`config.mk`:
```
export PLATFORM = sky130hd
export DESIGN_NAME = get_bit
export DESIGN_NICKNAME = d
export VERILOG_FILES = /design/src/rtl/get_bit_pkg.sv /design/src/rtl/get_bit_extract.sv /design/src/rtl/get_bit.sv
export SDC_FILE = /design/constraint.sdc
export NUM_CORES = 1
export LEC_CHECK = 0
export ABC_AREA = 1
export CAP_MARGIN = 20
export CORE_MARGIN = 3
export CORE_UTILIZATION = 55
export DETAILED_ROUTE_END_ITERATION = 10
export PLACE_DENSITY = 0.75
export SLEW_MARGIN = 40
export SYNTH_ARGS = -nofsm -noshare
export SYNTH_HDL_FRONTEND = slang
export SYNTH_HIERARCHICAL = 1
export SYNTH_SLANG_ARGS = --single-unit
```
`constraint.sdc`:
```
create_clock -name clock -period 4.2 [get_ports clock]
set_input_delay 0.63 -clock clock [delete_from_list [all_inputs] [get_ports clock]]
set_output_delay 0.63 -clock clock [all_outputs]
set_load 0.03 [all_outputs]
```
`src/rtl/get_bit_pkg.sv`:
```
// ---------------------------------------------------------------------------
// get_bit_pkg
//
// Purpose:
//   Shared bitstream package for the bit reader (get_bit) and the bit writer
//   (set_bit). It holds the buffer geometry, derived field widths, the
//   per-cycle buffer operation encoding and a small helper that maps the
//   requested read width onto the width actually applied.
//
// Contents:
//   BUF_W   - width of the left-aligned bit buffer (64)
//   MAX_RD  - widest field a single read may return (32)
//   BYTE_W  - width of one stream byte (8)
//   LVL_W   - width of the buffer level counter (holds 0..BUF_W)
//   SIZE_W  - width of the read size request (holds 0..MAX_RD and beyond)
//   CNT_W   - width of the consumed-bit counter
//   op_e    - buffer operation chosen for the current cycle
//   eff_size- read width after illegal sizes are folded to zero
// ---------------------------------------------------------------------------
package get_bit_pkg;

    localparam int unsigned BUF_W  = 64;
    localparam int unsigned MAX_RD = 32;
    localparam int unsigned BYTE_W = 8;

    localparam int unsigned LVL_W  = 7;
    localparam int unsigned SIZE_W = 6;
    localparam int unsigned CNT_W  = 35;

    // Operation applied to the buffer head in one cycle. A byte push is
    // orthogonal and may accompany OP_IDLE, OP_READ or OP_ALIGN.
    typedef enum logic [1:0] {
        OP_IDLE  = 2'd0,
        OP_READ  = 2'd1,
        OP_ALIGN = 2'd2,
        OP_CLEAR = 2'd3
    } op_e;

    // Sizes above MAX_RD are not legal; they behave as a zero-width read.
    function automatic logic [SIZE_W-1:0] eff_size(input logic [SIZE_W-1:0] size);
        if (size > SIZE_W'(MAX_RD)) begin
            return '0;
        end
        return size;
    endfunction

endpackage

```
`src/rtl/get_bit_extract.sv`:
```
// ---------------------------------------------------------------------------
// get_bit_extract
//
// Purpose:
//   Combinational left-aligned field extractor. Returns the top i_size bits
//   of the buffer, right-aligned and zero-extended to MAX_RD bits.
//
// Ports:
//   i_buf  [BUF_W-1:0]  - left-aligned bit buffer, first bit at the MSB
//   i_size [SIZE_W-1:0] - field width, 0..MAX_RD (0 returns zero)
//   o_val  [MAX_RD-1:0] - extracted field, right-aligned
// ---------------------------------------------------------------------------
module get_bit_extract
    import get_bit_pkg::*;
(
    input  logic [BUF_W-1:0]  i_buf,
    input  logic [SIZE_W-1:0] i_size,
    output logic [MAX_RD-1:0] o_val
);

    logic [MAX_RD-1:0] w_top;
    logic [SIZE_W-1:0] w_shift;

    // Only the upper MAX_RD bits can ever be part of a field.
    assign w_top = i_buf[BUF_W-1 -: MAX_RD];

    always_comb begin
        o_val   = '0;
        w_shift = SIZE_W'(MAX_RD) - i_size;
        // A zero-width field would need a full-width shift; handle explicitly.
        if (i_size != '0) begin
            o_val = w_top >> w_shift;
        end
    end

endmodule

```
`src/rtl/get_bit.sv`:
```
// ---------------------------------------------------------------------------
// get_bit
//
// Purpose:
//   Byte-fed bitstream reader. Bytes are appended behind the valid bits of a
//   64-bit left-aligned buffer; fields of 0..32 bits are read from the head.
//   An align request discards the partial byte at the head. A running count
//   of consumed bits is kept; its byte part is reported on total_byte_size.
//
// Ports:
//   clock           in   1  rising-edge clock
//   reset_n         in   1  asynchronous active-low reset
//   clear           in   1  synchronous discard of buffer and counters
//   in_valid        in   1  in_byte is valid
//   in_byte         in   8  stream byte, bit 7 first
//   in_ready        out  1  byte accepted when in_valid && in_ready
//   rd_req          in   1  field read request
//   rd_size         in   6  field width 0..32 (larger reads as zero width)
//   rd_ready        out  1  read accepted when rd_req && rd_ready
//   align           in   1  drop bits up to the next byte boundary
//   rd_ack          out  1  registered pulse, rd_val valid
//   rd_val          out 32  field value, right-aligned, zero-extended
//   level           out  7  buffered bit count, 0..64
//   total_byte_size out 32  whole bytes consumed (consumed bits >> 3)
// ---------------------------------------------------------------------------
module get_bit
    import get_bit_pkg::*;
(
    input  logic                clock,
    input  logic                reset_n,
    input  logic                clear,
    input  logic                in_valid,
    input  logic [BYTE_W-1:0]   in_byte,
    output logic                in_ready,
    input  logic                rd_req,
    input  logic [SIZE_W-1:0]   rd_size,
    output logic                rd_ready,
    input  logic                align,
    output logic                rd_ack,
    output logic [MAX_RD-1:0]   rd_val,
    output logic [LVL_W-1:0]    level,
    output logic [31:0]         total_byte_size
);

    // ---------------------------------------------------------------------
    // State
    // ---------------------------------------------------------------------
    logic [BUF_W-1:0]   r_buf;
    logic [LVL_W-1:0]   r_level;
    logic [CNT_W-1:0]   r_consumed;
    logic               r_rd_ack;
    logic [MAX_RD-1:0]  r_rd_val;

    // ---------------------------------------------------------------------
    // Combinational signals
    // ---------------------------------------------------------------------
    logic [SIZE_W-1:0]  w_size;
    logic [LVL_W-1:0]   w_size_lvl;
    logic [2:0]         w_drop;
    logic               w_push;
    logic               w_rd;
    op_e                w_op;
    logic [MAX_RD-1:0]  w_field;
    logic [BUF_W-1:0]   w_byte_lane;
    logic [BUF_W-1:0]   w_buf_mid;
    logic [LVL_W-1:0]   w_level_mid;
    logic [BUF_W-1:0]   w_buf_nxt;
    logic [LVL_W-1:0]   w_level_nxt;
    logic [CNT_W-1:0]   w_consumed_nxt;

    assign w_size     = eff_size(rd_size);
    assign w_size_lvl = LVL_W'(w_size);
    assign w_drop     = r_level[2:0];

    // Handshakes depend only on registered state and the request inputs.
    assign in_ready = (r_level <= LVL_W'(BUF_W - BYTE_W)) && !clear;
    assign rd_ready = (r_level >= w_size_lvl) && !align && !clear;

    assign w_push = in_valid && in_ready;
    assign w_rd   = rd_req && rd_ready;

    // Head operation priority: clear, then align, then read.
    always_comb begin
        w_op = OP_IDLE;
        if (clear) begin
            w_op = OP_CLEAR;
        end else if (align) begin
            w_op = OP_ALIGN;
        end else if (w_rd) begin
            w_op = OP_READ;
        end
    end

    get_bit_extract u_extract (
        .i_buf  (r_buf),
        .i_size (w_size),
        .o_val  (w_field)
    );

    assign w_byte_lane = {in_byte, {(BUF_W-BYTE_W){1'b0}}};

    // Head operation first, then the push lands behind the bits that remain.
    // in_ready was judged on the pre-read level, so the post-head level is
    // at most 56 and the byte always fits.
    always_comb begin
        w_buf_mid      = r_buf;
        w_level_mid    = r_level;
        w_consumed_nxt = r_consumed;

        case (w_op)
            OP_READ: begin
                w_buf_mid      = r_buf << w_size;
                w_level_mid    = r_level - w_size_lvl;
                w_consumed_nxt = r_consumed + CNT_W'(w_size);
            end
            OP_ALIGN: begin
                w_buf_mid      = r_buf << w_drop;
                w_level_mid    = {r_level[LVL_W-1:3], 3'b000};
                w_consumed_nxt = r_consumed + CNT_W'(w_drop);
            end
            default: begin
            end
        endcase

        w_buf_nxt   = w_buf_mid;
        w_level_nxt = w_level_mid;
        if (w_push) begin
            w_buf_nxt   = w_buf_mid | (w_byte_lane >> w_level_mid);
            w_level_nxt = w_level_mid + LVL_W'(BYTE_W);
        end

        if (w_op == OP_CLEAR) begin
            w_buf_nxt      = '0;
            w_level_nxt    = '0;
            w_consumed_nxt = '0;
        end
    end

    // ---------------------------------------------------------------------
    // Registers
    // ---------------------------------------------------------------------
    always_ff @(posedge clock or negedge reset_n) begin
        if (!reset_n) begin
            r_buf      <= '0;
            r_level    <= '0;
            r_consumed <= '0;
            r_rd_ack   <= 1'b0;
            r_rd_val   <= '0;
        end else begin
            r_buf      <= w_buf_nxt;
            r_level    <= w_level_nxt;
            r_consumed <= w_consumed_nxt;
            r_rd_ack   <= (w_op == OP_READ);
            if (w_op == OP_READ) begin
                r_rd_val <= w_field;
            end
        end
    end

    assign rd_ack          = r_rd_ack;
    assign rd_val          = r_rd_val;
    assign level           = r_level;
    assign total_byte_size = r_consumed[CNT_W-1:3];

endmodule

```
After elaboration in Yosys (flattened, before gate mapping)
Index checks and enable logic that the tools add are counted.
W data, S select, Z words.
{"block": "totals", "regBits": 139, "in_bits": 20}
{"block": "classes", "magnitude_cmp": 3, "reduce_logical": 9, "shift": 4, "bitwise": 1, "eq_ne": 3, "n_mux": 15, "add_sub_neg": 5}
{"op": "$mux W64", "count": 2}
{"op": "$pmux W64 S2", "count": 1}
{"op": "$pmux W35 S2", "count": 1}
{"op": "$or A64 B64 Y64", "count": 1}
{"op": "$shl A64 B3 Y64", "count": 1}
{"op": "$shl A64 B6 Y64", "count": 1}
{"op": "$shr A64 B7 Y64", "count": 1}
{"op": "$add A35 B3 Y35", "count": 1}
{"op": "$add A35 B6 Y35", "count": 1}
{"op": "$mux W35", "count": 1}
{"op": "$mux W32", "count": 1}
{"op": "$shr A32 B6 Y32", "count": 1}
{"op": "$mux W7", "count": 2}
{"op": "$pmux W7 S2", "count": 1}
{"op": "$mux W6", "count": 2}
{"op": "$add A7 B4 Y7 const B", "count": 1}
{"op": "$ge A7 B6 Y1", "count": 1}
{"op": "$le A7 B6 Y1 const B", "count": 1}
{"op": "$sub A7 B6 Y7", "count": 1}
{"op": "$gt A6 B6 Y1 const B", "count": 1}
{"op": "$reduce_bool A6 Y1", "count": 1}
{"op": "$sub A6 B6 Y6 const A", "count": 1}
{"op": "$logic_and A1 B1 Y1", "count": 5}
{"op": "$eq A2 B2 Y1 const B", "count": 2}
{"op": "other kinds (5)", "count": 8}

Depth between registers and ports, before layout
Gate-level depths: netlist of the first run.
{"block": "depth", "depth_word": 16, "ltp_mapped": 24}

By module
Netlist of the first run, hierarchy kept.
{"mod": "get_bit", "seq_area_each_um2": 3478.3, "area_each_um2": 11980.2, "cells_each": 1927, "n_inst": 1}
{"mod": "get_bit_extract", "seq_area_each_um2": 0.0, "area_each_um2": 1853.0, "cells_each": 375, "n_inst": 1}

Worst setup path after synthesis of the first run
OpenSTA, ideal clock, no wires.
{"block": "synth_timing", "kind": "input port to flip-flop", "from": "input port clear", "to": "register r_consumed[28]", "setup_slack_ns": 0.798, "path_buffers": 4, "setup_ns": 0.088, "cell_stages": 20, "required_time_ns": 4.112, "t_arrival_ns": 3.314, "path_cell_list": "buf_6 -> inv_4 -> nand2_2 -> buf_6 -> o21ai_2 -> inv_2 -> buf_2 -> buf_1 -> ha_1 -> nand3_1 -> nand2_1 -> a21oi_1 -> o21ai_0 -> nand2_2 -> nor2_4 -> nand2_2 -> nor2_4 -> nand2_2 -> o31ai_1 -> nor3b_1"}
{"block": "synth_via", "elab_chain_cells": 9, "elab_cells_between_ends": 12}
{"element": "start, declared", "line": "get_bit.sv:31", "source": "input logic clear,"}
{"element": "$logic_not A1 Y1", "line": "get_bit.sv:77", "source": "assign rd_ready = (r_level >= w_size_lvl) && !align && !clear;"}
{"element": "$logic_and A1 B1 Y1", "line": "get_bit.sv:77"}
{"element": "$logic_and A1 B1 Y1", "line": "get_bit.sv:80", "source": "assign w_rd = rd_req && rd_ready;"}
{"element": "$mux W1", "line": "get_bit.sv:89", "source": "end else if (w_rd) begin"}
{"element": "$mux W2", "line": "get_bit.sv:87", "source": "end else if (align) begin"}
{"element": "$mux W2 *", "line": "get_bit.sv:85", "source": "if (clear) begin"}
{"element": "$eq A2 B2 Y1 / $eq A2 B1 Y1 (equally long branches)", "line": "get_bit.sv:110", "source": "case (w_op)"}
{"element": "$pmux W35 S2", "line": "get_bit.sv:110"}
{"element": "$mux W35", "line": "get_bit.sv:132", "source": "if (w_op == OP_CLEAR) begin"}
{"element": "end signal, assigned", "line": "get_bit.sv:152", "source": "r_consumed <= w_consumed_nxt;"}
{"element": "end, declared", "line": "get_bit.sv:50", "source": "logic [CNT_W-1:0] r_consumed;"}
Every way passes the cells marked *; elsewhere a longest branch is shown, timed or not.
A chain may end at the register's enable or synchronous reset.

Worst setup path in the final report of the first run
{"block": "layout_timing", "from": "input port rd_size[3]", "to": "register r_buf[8]"}
{"block": "layout_via", "elab_chain_cells": 16, "elab_cells_between_ends": 21}
{"element": "start, declared", "line": "get_bit.sv:36", "source": "input logic [SIZE_W-1:0] rd_size,"}
{"element": "$gt A6 B6 Y1", "line": "get_bit_pkg.sv:41", "source": "if (size > SIZE_W'(MAX_RD)) begin"}
{"element": "$mux W1", "line": "get_bit_pkg.sv:41"}
{"element": "$mux W6 *", "line": "get_bit_pkg.sv:44", "source": "return size;"}
{"element": "via w_size[3]", "line": "get_bit.sv:57", "source": "logic [SIZE_W-1:0] w_size;"}
{"element": "$ge A7 B6 Y1", "line": "get_bit.sv:77"}
{"element": "$logic_and A1 B1 Y1 (2 in a row)", "line": "get_bit.sv:77"}
{"element": "$logic_and A1 B1 Y1", "line": "get_bit.sv:80"}
{"element": "$mux W1", "line": "get_bit.sv:89"}
{"element": "$mux W2", "line": "get_bit.sv:87"}
{"element": "$mux W2", "line": "get_bit.sv:85"}
{"element": "$eq A2 B2 Y1 / $eq A2 B1 Y1 (equally long branches)", "line": "get_bit.sv:110"}
{"element": "$pmux W7 S2", "line": "get_bit.sv:110"}
{"element": "$shr A64 B7 Y64", "line": "get_bit.sv:128", "source": "w_buf_nxt = w_buf_mid | (w_byte_lane >> w_level_mid);"}
{"element": "$or A64 B64 Y64", "line": "get_bit.sv:128"}
{"element": "$mux W64", "line": "get_bit.sv:127", "source": "if (w_push) begin"}
{"element": "$mux W64 *", "line": "get_bit.sv:132"}
{"element": "via w_buf_nxt[8]", "line": "get_bit.sv:67", "source": "logic [BUF_W-1:0] w_buf_nxt;"}
{"element": "end signal, assigned", "line": "get_bit.sv:150", "source": "r_buf <= w_buf_nxt;"}
{"element": "end, declared", "line": "get_bit.sv:48", "source": "logic [BUF_W-1:0] r_buf;"}
Mark *: on every way through the listed nets, which the timed path passes. The rest lies on a longest branch.

==> metrics.md, run 1 <==
| Metric | Value |
|---|---|
| Worst skew pair latency | `430 ps` |
| Primary FF master, synth | `dfrtp_1` |
| Critical Path End Type | `register` |
| Peak VDD IR | `0.3103 mV` |
| Die ar. | `0.02709 sq mm` |
| Fraction of registers with async set/reset | `100.0%` |
| Warnings, synthesis | `6` |
| Tightest Pin Transition | `803.7 ps` |
| RSZ-0062 raised after global routing | `false` |
| Post-synthesis cell area | `0.01383 sq mm` |
| CORE AREA | `0.02453 sq mm` |
| F_max | `272.9 MHz` |
| Overall die height | `164.6 um` |
| Clock Sinks | `139` |
| Routed Antenna Nets | `0` |
| Startpoint types | `primary input` |
| Netlist cell types | `56` |
| CTS Buf Count | `17` |
| TritonCTS clock tree | `yes` |
| Slew margin rel. | `46.42%` |
| Met2 routed WL | `22440 um` |
| Htree depth | `4` |
| Final wirelength | `53500 um` |
| Avg Cell Area, Syn | `6.009 sq um` |
| Setup bufs post-CTS | `0` |
| Antenna violations before repair | `0` |
| Num ports | `94` |
| Max Used Layer | `met4` |
| Crit path time final | `3664 ps` |
| Final worst slack | `535.8 ps` |
| Crit path max fanout | `34` |
| Final setup violation count | `0` |
| Clock Skew | `12.48 ps` |
| Initial core utilization | `56.39%` |
| PortBufs | `93` |
| Global placer's final weighted congestion | `1.018` |
| GRT overflow | `0` |
| Fin crit share | `87.24%` |
| Layout cells sized above 1 | `7.595%` |
| Hold-fix buffers, CTS | `0` |
| Pre-CTS setup slack | `144.7 ps` |
| Hold WC Path Type | `in2async` |
| WL per Instance | `20.36 um` |
| Post-DP HPWL | `39400 um` |
| Seq/Total Area, Yosys | `25.14%` |
| Drc violations | `0` |
| Cell Rows | `57` |
| Status | `finished, final reports clean` |
| Worst EP arrival | `4010 ps` |
| Kind of critical path | `in2reg` |
| CTS Buffer Depth | `2` |
| Area grow syn2layout | `10.75%` |
| Vias per cell | `6.214` |
| Global-route wire length before repair | `82590 um` |
| NumNets Final | `2327` |
| Largest net degree at the start of global routing | `105` |
| Pleak | `6.967 nW` |
| Die width | `164.6 um` |
| Met1 WL | `22040 um` |
| MaxCap Viol Count | `0` |
| Max Slew Vio Count | `0` |
| Vias in the first global route | `14770` |
| Overall Global Routing Usage | `39.21%` |
| Synthesized net count | `2338` |
| Setup_tns | `0 ps` |
| CTS root buffer | `clkbuf_16` |
| PwrDens | `363.3 mW/mm^2` |
| PostCTS Resize Cnt | `0` |
| # fillers | `2445` |
| Req. time, crit path | `4540 ps` |
| Drt first pass iters | `6` |
| Gate Count Post-Synth | `2302` |
| Initial DRC Count | `2494` |
| Vias | `16330` |
| Synth Register Bits | `139` |
| Post-synth EDFFs | `0` |
| # diodes | `0` |
| Final Hold Fails | `0` |
| Clock transition at path regs | `70 ps` |
| Metal3 WL | `5563 um` |
==> power by group <==
part           internal (W)  switching [W]
clock              0.000956       0.000635
sequential          0.00148       0.000182
combinational      0.000730        0.00158
==> final cells by class <==
class / instances / area [sq um] / share of cell area (%)
clock buffers: 20 / 446.7 / 2.916
clock inverters: 12 / 161.4 / 1.054
inverters: 162 / 616.8 / 4.026
multi-input cells: 1821 / 8757 / 57.16
flip-flops and latches: 139 / 3478 / 22.71
well taps: 324 / 405.4 / 2.646
repair buffers: 150 / 1454 / 9.490
==> kinds of logic (layout without fill, tap and decap cells) <==
logic type      count (synthesis)  in the layout  synth area share [%]
simple gates                 1369           1369                 43.62
compound gates                428            428                 17.40
buf+inv                       342            344                 11.75
flops                         139            139                 25.14
fa+ha+maj                      16             16                 1.556
xor+xnor                        6              6                0.3800
mux                             2              2                0.1447
==> synthesized netlist by cell type, types with 4 or more instances <==
| cell | n | share of area (%) |
|---|---|---|
| and2_1 | 5 | 0.23 |
| a31oi_1 | 13 | 0.59 |
| o21ai_0 | 171 | 6.2 |
| dfrtp_1 | 139 | 25 |
| nand3_2 | 8 | 0.58 |
| nor3_1 | 25 | 0.90 |
| buf_4 | 47 | 2.6 |
| nand2_2 | 13 | 0.59 |
| o31ai_1 | 4 | 0.22 |
| nor2_1 | 131 | 3.6 |
| nand3_1 | 354 | 13 |
| clkbuf_1 | 67 | 1.8 |
| nand2_1 | 748 | 20 |
| buf_6 | 13 | 1.1 |
| o22ai_1 | 7 | 0.32 |
| a211oi_1 | 5 | 0.27 |
| o211ai_1 | 33 | 1.8 |
| a22oi_1 | 18 | 0.98 |
| o21ai_2 | 5 | 0.32 |
| inv_2 | 17 | 0.46 |
| or2_0 | 4 | 0.18 |
| nor4_1 | 5 | 0.23 |
| inv_1 | 140 | 3.8 |
| buf_1 | 6 | 0.16 |
| nor2_2 | 8 | 0.36 |
| ha_1 | 14 | 1.3 |
| buf_2 | 47 | 1.7 |
| nand2_4 | 4 | 0.33 |
| a21oi_1 | 100 | 3.6 |
| nand4_1 | 41 | 1.9 |
| o21ai_1 | 59 | 2.1 |
| nor2_4 | 6 | 0.49 |
==> stage by stage <==
step / cells / area, sq um / util [%] / total power, W / hold slack [ps]
final: 2628 / 15320 / 62.44 / 0.005565 / 57.93
after global routing: 2628 / 15320 / 62.44 / 0.005841 / 62.40
after CTS: 2627 / 15290 / 62.33 / 0.005499 / 287.7
after detailed placement: 2595 / 14680 / 59.85 / 0.003912 / 464.7
after global placement: 2595 / 14680 / 59.84 / 0.003899 / 465.4
after floorplan: 2302 / 13830 / - / 0.003159 / 334.4
==> cells in the final DEF (no fill, tap or decap), drive strengths merged, types with 3 or more instances in the layout <==
| cell type | synthesis | final |
|---|---|---|
| a211oi | 5 | 5 |
| a21oi | 102 | 102 |
| a22oi | 18 | 18 |
| a31oi | 13 | 13 |
| and2 | 5 | 5 |
| buf | 113 | 59 |
| bufinv | 0 | 3 |
| clkbuf | 67 | 20 |
| clkdlybuf4s50 | 0 | 91 |
| clkinv | 2 | 5 |
| clkinvlp | 0 | 3 |
| dfrtp | 139 | 139 |
| ha | 14 | 14 |
| inv | 160 | 163 |
| nand2 | 765 | 765 |
| nand3 | 364 | 364 |
| nand4 | 41 | 41 |
| nor2 | 146 | 146 |
| nor3 | 27 | 27 |
| nor4 | 8 | 8 |
| o211ai | 33 | 33 |
| o21ai | 238 | 238 |
| o22ai | 7 | 7 |
| o31ai | 4 | 4 |
| or2 | 10 | 10 |
| xnor2 | 3 | 3 |
| xor2 | 3 | 3 |
==> sequential cells by signal (all words and copies together), names as in the netlist <==
register / count
level: 7
r_buf: 64
r_consumed: 35
rd_ack: 1
rd_val: 32
==> worst max-delay path, stage by stage <==
cell,delay (ps)
clkdlybuf4s50_1,480
inv_1,50
nor2_1,130
inv_1,100
ha_1,380
inv_1,80
nor3_1,170
nand2_1,80
nand3_2,100
nand3_4,130
inv_2,240
buf_4,350
nand3_1,180
o21ai_4,190
inv_2,130
nor2_4,270
nand3_1,120
a21oi_1,180
==> worst paths after layout <==
path	end	slack [ps]	start	cells after the start
max in group asynchronous	level[1]	3450	reset_n	2
worst max register to register	r_consumed[28]	930	level[0]	17
min in group clock	rd_val[26]	480	rd_val[26]	2
worst max-delay path	r_buf[8]	540	rd_size[3]	18
worst min register to register	rd_val[26]	480	rd_val[26]	2
worst min-delay path	rd_val[2]	60	reset_n	1
==> layer usage <==
layer,GRT usage [%],up-vias
met5,0,-
met4,21.62,0
met3,6.948,188
met2,56.72,996
met1,55.33,7507
li1,-,7639
No activity file was read; power rests on OpenSTA's default activity.
==> run 2, diff against run 1 <==
Settings changed: CORE_UTILIZATION 55 to 45, PLACE_DENSITY 0.75 to default.
==> metrics.md, run 2 (synthesis results as in run 1) <==
| Metric | Value |
|---|---|
| MaxCap Viol Count | `0 (unchanged)` |
| Setup_tns | `0 ps (unchanged)` |
| Final setup violation count | `0 (unchanged)` |
| Setup bufs post-CTS | `0 (unchanged)` |
| Tightest Pin Transition | `705.9 ps (-97.79 ps)` |
| Clk pwr share | `27.5% (-1.1 points)` |
| Commonest cells after routing, fill and taps aside | `nand2_1, nand3_1, o21ai_0` |
| Vias in the first global route | `15030 (+1.8%)` |
| Layout cells sized above 1 | `8.276% (+0.68 points)` |
| Largest net degree at the start of global routing | `90 (-14%)` |
| Initial core utilization | `46.18% (-10 points)` |
| Pleak | `7.029 nW (+0.89%)` |
| Cell Rows | `63 (+11%)` |
| Net Switching | `0.002428 W (+1.3%)` |
| Hold WC Path Type | `in2async` |
| Kind of critical path | `in2reg` |
| Final Hold Fails | `0 (unchanged)` |
| WL per Instance | `20.81 um (+2.2%)` |
| Global placer's final weighted congestion | `1.008 (-0.94%)` |
| Seq pwr share | `30.0% (about the same)` |
| Die width | `181.3 um (+10%)` |
| # diodes | `0 (unchanged)` |
| Most common cell after layout, fill and taps aside | `nand2_1` |
| Vias per cell | `5.906 (-5.0%)` |
| Post-DP HPWL | `42150 um (+7.0%)` |
| Crit path time final | `3728 ps (+64.21 ps)` |
| Vias | `16000 (-2.0%)` |
| PortBufs | `93 (unchanged)` |
| Drc violations | `0 (unchanged)` |
| Power, Total | `0.005543 W (-0.41%)` |
| NumNets Final | `2343 (+0.69%)` |
| Hold-fix buffers, CTS | `0 (unchanged)` |
| Worst skew pair latency | `440 ps (about the same)` |
| Register bank with the most flops | `r_buf` |
| Antenna violations before repair | `0 (unchanged)` |
| CTS Buffer Depth | `2 (unchanged)` |
| Critical Path End Type | `register` |
| CTS root buffer | `clkbuf_16` |
| Drt first pass iters | `7 (+1)` |
| Status | `finished, final reports clean` |
| Final worst slack | `471.6 ps (-64.21 ps)` |
| CORE AREA | `0.02995 sq mm (+22%)` |
| F_max | `268.2 MHz (-1.7%)` |
| Max Slew Vio Count | `0 (unchanged)` |
| Num ports | `94 (unchanged)` |
| Overall die height | `181.3 um (+10%)` |
| CTS Buf Count | `17 (unchanged)` |
| Fin crit share | `88.77% (+1.5 points)` |
| PwrDens | `357.7 mW/mm^2 (-1.5%)` |
| Utilization after layout | `51.73% (-11 points)` |
| Area grow syn2layout | `12.00%` |
| Cell Int Power | `0.003114 W (-1.7%)` |
| # fillers | `3147 (+29%)` |
| Htree depth | `4 (unchanged)` |
| Sw Share | `43.81% (+0.73 points)` |
| Clock Sinks | `139 (unchanged)` |
| Global-route wire length before repair | `87660 um (+6.1%)` |
| Clock transition at path regs | `60 ps (about the same)` |
| Req. time, crit path | `4510 ps (-30 ps)` |
| Clock Skew | `17.68 ps (+5.210 ps)` |
| Crit path max fanout | `10 (-71%)` |
| Slew margin rel. | `52.94% (+6.5 points)` |
| Overall Global Routing Usage | `33.74% (-5.5 points)` |
| GRT overflow | `0 (unchanged)` |
| Startpoint types | `primary input` |
| Peak VDD IR | `0.2791 mV (-10%)` |
| RSZ-0062 raised after global routing | `false` |
| Routed Antenna Nets | `0 (unchanged)` |
| TritonCTS clock tree | `yes` |
| Max reg flops | `64 (unchanged)` |
| Pre-CTS setup slack | `71.57 ps (-73.15 ps)` |
| PostCTS Resize Cnt | `0 (unchanged)` |
| Worst EP arrival | `4040 ps (+30 ps)` |
| Final wirelength | `56410 um (+5.4%)` |
| Die ar. | `0.03288 sq mm (+21%)` |
| Initial DRC Count | `1650 (-34%)` |
| Combinational power share | `42.5% (+1.0 points)` |
[run 2: worst paths after layout]
| kind | startpoint | to | slack [ps] | depth (start not counted) |
|---|---|---|---|---|
| max | align | r_consumed[30] | 470 | 17 |
| min | reset_n | rd_val[29] | 230 | 1 |
| max reg2reg | level[0] | r_consumed[30] | 870 | 17 |
| min reg2reg | rd_val[5] | rd_val[5] | 480 | 2 |
| max in group asynchronous | reset_n | r_consumed[32] | 3200 | 2 |
| min in group clock | rd_val[5] | rd_val[5] | 480 | 2 |
[run 2: routing by layer]
metal  track usage, %  vias to the layer above  part of all wire [%]
li1                 -                     7673                     -
met1            47.89                     7481                    45
met2            50.93                      731                    43
met3            5.154                      119                   7.3
met4            14.66                        0                   4.6
met5                0                        -                     0
[run 2: power by group through the flow]
stage	Sequential (W)	Clock [W]	Combinational [W]
after global placement	0.00167	0	0.00231
after floorplan	0.00175	0	0.00141
after detailed placement	0.00167	0	0.00231
final	0.00166	0.00152	0.00236
after global routing	0.00167	0.00160	0.00259
after CTS	0.00165	0.00154	0.00232
[run 2: metrics by stage]
stage	cell area (sq um)	hold slack (ps)	cells
6_report	15490	227.0	2710
2_1_floorplan	13830	334.4	2302
5_1_grt	15490	269.4	2710
4_1_cts	15490	240.9	2710
3_3_place_gp	14920	466.0	2678
3_5_place_dp	14920	464.1	2678
[run 2: layout make-up]
class / count / area [sq um] / area share, %
Inverter: 162 / 616.8 / 3.981
Timing Repair Buffer: 166 / 1579 / 10.19
Multi-Input combinational cell: 1821 / 8757 / 56.52
Sequential cell: 139 / 3478 / 22.45
Tap cell: 390 / 488.0 / 3.149
Clock buffer: 18 / 429.2 / 2.770
Clock inverter: 14 / 145.1 / 0.9368
[run 2: worst max-delay path, cell delays in order]
cell	delay, ps
clkdlybuf4s50_1	540
nand2_2	80
buf_4	190
o21ai_4	270
inv_2	70
ha_1	350
nand3_1	90
nand2_1	100
a21oi_1	70
o21ai_0	480
nand2_2	180
nor2_4	170
nand2_1	90
nor3_1	270
nand2_1	160
nor3_1	200
a21oi_1	90
==> variant 1 (flow settings as in run 2) <==
Register the output `level` once more, without a reset; this adds one clock of latency there. The other outputs are not delayed to match.
--- a/src/rtl/get_bit.sv
+++ b/src/rtl/get_bit.sv
@@ -159,7 +159,9 @@
 
     assign rd_ack          = r_rd_ack;
     assign rd_val          = r_rd_val;
-    assign level           = r_level;
+    always_ff @(posedge clock) begin
+        level <= r_level;
+    end
     assign total_byte_size = r_consumed[CNT_W-1:3];
 
 endmodule
Check against the original RTL: not equivalent (a bounded check fails within 4 cycles, from zero or initial values and one cycle with reset_n low).
==> variant 1 against run 2 <==
Total power increased by 1.1%; area after synthesis increased by 0.52%; final area about the same; sequential cell count increased by 7; routed wire length decreased by 0.13%; maximum frequency decreased by 4.3%; hold slack got worse by 45 ps; setup slack got worse by 170 ps; synthesized cell count decreased by 0.26%; critical path type unchanged; critical endpoint is now r_buf[48]; largest power group unchanged.
==> variant 1: results (changes against run 2) <==
| Metric | Value |
|---|---|
| Final worst-path cycle share | `92.73% (was 88.77%)` |
| Synth area leaders | `dfrtp_1 (25%), nand2_1 (20%), nand3_1 (13%) (unchanged)` |
| Die boundary width | `181.8 um (was 181.3 um)` |
| Worst slack at placement | `-28.51 ps (was 71.57 ps)` |
| Clock transition time at the flip-flop clock pins of the worst setup and hold paths | `70 ps` |
| Worst R2R Path Depth | `16 (was 17)` |
| Max Clock Skew | `19.33 ps (was 17.68 ps)` |
| Max-capacitance violation count | `0 (unchanged)` |
| DRC violation total after the first TritonRoute iteration | `2123 (was 1650)` |
| CTS root buffer | `clkbuf_16 (unchanged)` |
| Per-cell via count in the routed design | `5.944 (was 5.906)` |
| Number of detailed-route iterations in the first pass | `6 (was 7)` |
| P_leak | `6.999 nW (was 7.029 nW)` |
| Routability congestion estimate | `1.041 (was 1.008)` |
| Number of antenna violations at the first check in global routing | `1 (was 0)` |
| Final Non-Filler Cells | `2697 (was 2710)` |
| Avg WL per Cell | `20.89 um (was 20.81 um)` |
| Final hold slack | `182.0 ps (was 227.0 ps)` |
| Worst-Margin Slew | `772.8 ps (was 705.9 ps)` |
| Largest net degree at the start of global routing | `84 (was 90)` |
| Maximum resistive drop on vdd | `0.3341 mV (was 0.2791 mV)` |
| Average footprint of a synthesized cell | `6.056 um2 (was 6.009 um2)` |
| Post-CTS setup buffer count | `0 (unchanged)` |
| Synthesized net count | `2332 (was 2338)` |
| DPL Wire Length | `43.21 mm (was 42.15 mm)` |
| Synth unique cells | `54 (was 56)` |
| Post-synth top area share | `25.02% (was 25.14%)` |
| Insertion delay of the later-clocked pin in the worst-skew pair | `450 ps` |
| Worst setup path startpoint | `rd_size[5] (was align)` |
| Sequential area share after synthesis | `26.02% (was 25.14%)` |
| Fraction of layout instances using a drive strength above 1 | `8.366% (was 8.276%)` |
| Sw Share | `45.01% (was 43.81%)` |
| Vias in the first global route | `14730 (was 15030)` |
| Top cells by instance count after synthesis | `nand2_1 (737), nand3_1 (355), o21ai_1 (156) (was nand2_1 (748), nand3_1 (354), o21ai_0 (171))` |
| Cell area reported after detailed placement | `14900 um2 (was 14920 um2)` |
| Reg2reg end | `r_buf[48] (was r_consumed[30])` |
| Fraction of synthesis flops using an asynchronous set or reset pin | `95.21% (was 100.0%)` |
| Crit path DAT | `4230 ps (was 4040 ps)` |
| Aggregate global-route resource usage | `33.58% (was 33.74%)` |
| Worst-path fanout max | `13 (was 10)` |
| FF-to-FF setup slack | `780 ps (was 870 ps)` |
| Wire length of the first global-routing pass | `87.14 mm (was 87.66 mm)` |
| Largest register by flop count | `r_buf (unchanged)` |
| Reg-to-reg critical path startpoint | `r_level[2] (was level[0])` |
| Largest stage delay on the critical path | `520 ps (was 540 ps)` |
| Status | `complete, no violations (unchanged)` |
variant 1: cell types whose count changed after synthesis, sizes merged, moves of 4 or more:
cell / run 2 / this run
a21oi: 102 / 112
nor4: 8 / 2
dfxtp: 0 / 7
nand2: 765 / 750
nor2: 146 / 139
clkbuf: 67 / 62
o211ai: 33 / 37
o21ai: 238 / 247
variant 1: worst max-delay path, delay by kind of cell:
family / cells / cell delay [ps]
and+or+nand+nor: 14 / 2050
buffers and inverters: 3 / 710
AOI/OAI and AO/OA: 2 / 470
adders and majority gates: 1 / 340
variant 1: cell families after synthesis:
group	synth area share, %
buf+inv	11.61
simple gates	42.13
mux	0.1440
xor+xnor	0.3780
flops	26.02
fa+ha+maj	1.548
compound gates	18.17
variant 1: final cells by class:
cell class | count | area (um2)
fill | 3178 | 14530
clock inverter | 15 | 145.1
timing repair buffer | 156 | 1491
tap | 390 | 488.0
inverter | 163 | 616.8
multi-input combinational | 1810 | 8713
sequential | 146 | 3618
clock buffer | 17 | 425.4
variant 1: power by group through the flow:
stage | Sequential (mW) | Combinational (mW) | Clock (mW)
4_1_cts | 1.72 | 2.32 | 1.53
2_1_floorplan | 1.82 | 1.43 | 0
3_3_place_gp | 1.74 | 2.31 | 0
5_1_grt | 1.74 | 2.58 | 1.60
6_report | 1.72 | 2.37 | 1.51
3_5_place_dp | 1.74 | 2.31 | 0
variant 1: routing by layer:
metal  up-vias  GRT usage (%)  wire, um
met5         -              0        11
met4         2          10.27      1668
met3        99          6.110      5889
met2       787          48.78     23860
met1      7492          50.43     24910
li1       7651              -         -
==> variant 2 (config.mk and constraints of run 2) <==
Without the edit above. The package constant `SIZE_W` goes from 6 to 12.
--- a/src/rtl/get_bit_pkg.sv
+++ b/src/rtl/get_bit_pkg.sv
@@ -24,7 +24,7 @@
     localparam int unsigned BYTE_W = 8;
 
     localparam int unsigned LVL_W  = 7;
-    localparam int unsigned SIZE_W = 6;
+    localparam int unsigned SIZE_W = 12;
     localparam int unsigned CNT_W  = 35;
 
     // Operation applied to the buffer head in one cycle. A byte push is
Interface: changed (resized rd_size); port bits go from 94 to 100. The function was not compared with the original's and may differ.
==> variant 2 against run 2 <==
Setup slack lost 140 ps; sequential cell count is the same; clock skew rose by 2.7 ps; hold slack worse by 62 ps; routed wire length increased by 16%; final area grew 13%; area after synthesis is 11% higher; critical path type is now in -> out.
Power is not compared: it rests on default switching activity, and its combinational part moved more than twofold at a synthesized area within 25%.
==> variant 2: results (changes against run 2) <==
| Metric | Value |
|---|---|
| Status | `complete, no violations (unchanged)` |
| Largest delay contributor family on the critical path | `buffers and inverters (was simple AND/OR/NAND/NOR gates)` |
| Vias in the first global route | `16900 (was 15030)` |
| DPL Wire Length | `48.53 mm (was 42.15 mm)` |
| Worst setup path startpoint | `rd_size[10] (was align)` |
| Insertion delay of the later-clocked pin in the worst-skew pair | `470 ps (was 440 ps)` |
| Fraction of the mapped netlist area in compound gates | `7.210% (was 17.40%)` |
| Reg2reg end | `r_buf[59] (was r_consumed[30])` |
| Top cells by instance count after synthesis | `nand2_1 (814), nand3_1 (774), inv_1 (160) (was nand2_1 (748), nand3_1 (354), o21ai_0 (171))` |
| Capture point of the worst path | `rd_ready (was r_consumed[30])` |
| Adder and majority cell fraction of the synthesized area | `1.967% (was 1.556%)` |
| Met2 Routed Length | `29.55 mm (was 24.52 mm)` |
| Synthesized instance count | `2650 (was 2302)` |
| Synth unique cells | `54 (was 56)` |
| Largest stage delay on the critical path | `670 ps (was 540 ps)` |
| Cell area reported after detailed placement | `16930 um2 (was 14920 um2)` |
| Mux share of post-synthesis cell area | `0% (was 0.1447%)` |
| Aggregate routed wire length | `65.53 mm (was 56.41 mm)` |
| Fraction of layout instances using a drive strength above 1 | `8.715% (was 8.276%)` |
| Final Non-Filler Cells | `3156 (was 2710)` |
| Synth area leaders | `nand3_1 (25%), dfrtp_1 (23%), nand2_1 (20%) (was dfrtp_1 (25%), nand2_1 (20%), nand3_1 (13%))` |
| GR Util met1 | `47.86% (was 47.89%)` |
| # placed instances | `3126 (was 2678)` |
| Number of detailed-route iterations in the first pass | `9 (was 7)` |
| Final hold slack | `164.9 ps (was 227.0 ps)` |
| Post-Route M1 WL | `26.77 mm (was 25.19 mm)` |
| Routability congestion estimate | `1.029 (was 1.008)` |
| DRC violation total after the first TritonRoute iteration | `2210 (was 1650)` |
| Wire length on met3 | `6.155 mm (was 4.093 mm)` |
| FF-to-FF setup slack | `1010 ps (was 870 ps)` |
| Global-route track usage on met3 | `6.235% (was 5.154%)` |
-- variant 2: cell types whose count changed in the layout (fill, tap and decap cells not counted), sizes merged, moves of 7 or more --
cell    before  now
o21ai      238   72
o211ai      33    5
nor3        27   15
nand2      765  841
a31oi       13    4
a22oi       18    0
nor2       146  171
buf         75  105
inv        163  182
a21oi      102   92
ha          14   21
nand4       41   65
conb         0   25
nand3      364  784
-- variant 2: final cells by class --
| type | count | area (um2) |
|---|---|---|
| Fill cell | 3556 | 16030 |
| Multi-Input combinational cell | 2153 | 10270 |
| Sequential cell | 139 | 3478 |
| Timing Repair Buffer | 202 | 1927 |
| Inverter | 184 | 698.2 |
| Tap cell | 448 | 560.5 |
| Clock buffer | 19 | 452.9 |
| Clock inverter | 11 | 192.7 |
-- variant 2: worst reg2reg max path, stage by stage, from the launching register on --
cell and delay [ps]:
dfrtp_1 490, inv_1 150, ha_1 160, inv_1 60, fa_1 420, nand2_1 90
nand3_1 100, or2_2 280, nand3_1 90, nand2_1 110, nor2_2 240, inv_1 90
nor2_2 150, buf_12 160, inv_2 100, nor2_1 230, nor2_1 80, nor2_1 100
-- variant 2: through the flow --
stage / setup TNS [ps] / setup slack (ps)
finish: 0 / 330.1
global route: 0 / 2.995
CTS: 0 / 307.7
detailed placement: -205.5 / -160.2
global placement: -88.84 / -58.23
floorplan: 0 / 663.0
-- variant 2: power by group through the flow --
| stage | Clock [mW] | Sequential, mW | Combinational (mW) |
|---|---|---|---|
| 2_1_floorplan | 0 | 1.47 | 0.704 |
| 3_3_place_gp | 0 | 1.51 | 1.05 |
| 3_5_place_dp | 0 | 1.51 | 1.05 |
| 4_1_cts | 1.78 | 1.48 | 1.05 |
| 5_1_grt | 1.83 | 1.49 | 1.18 |
| 6_report | 1.77 | 1.49 | 1.08 |
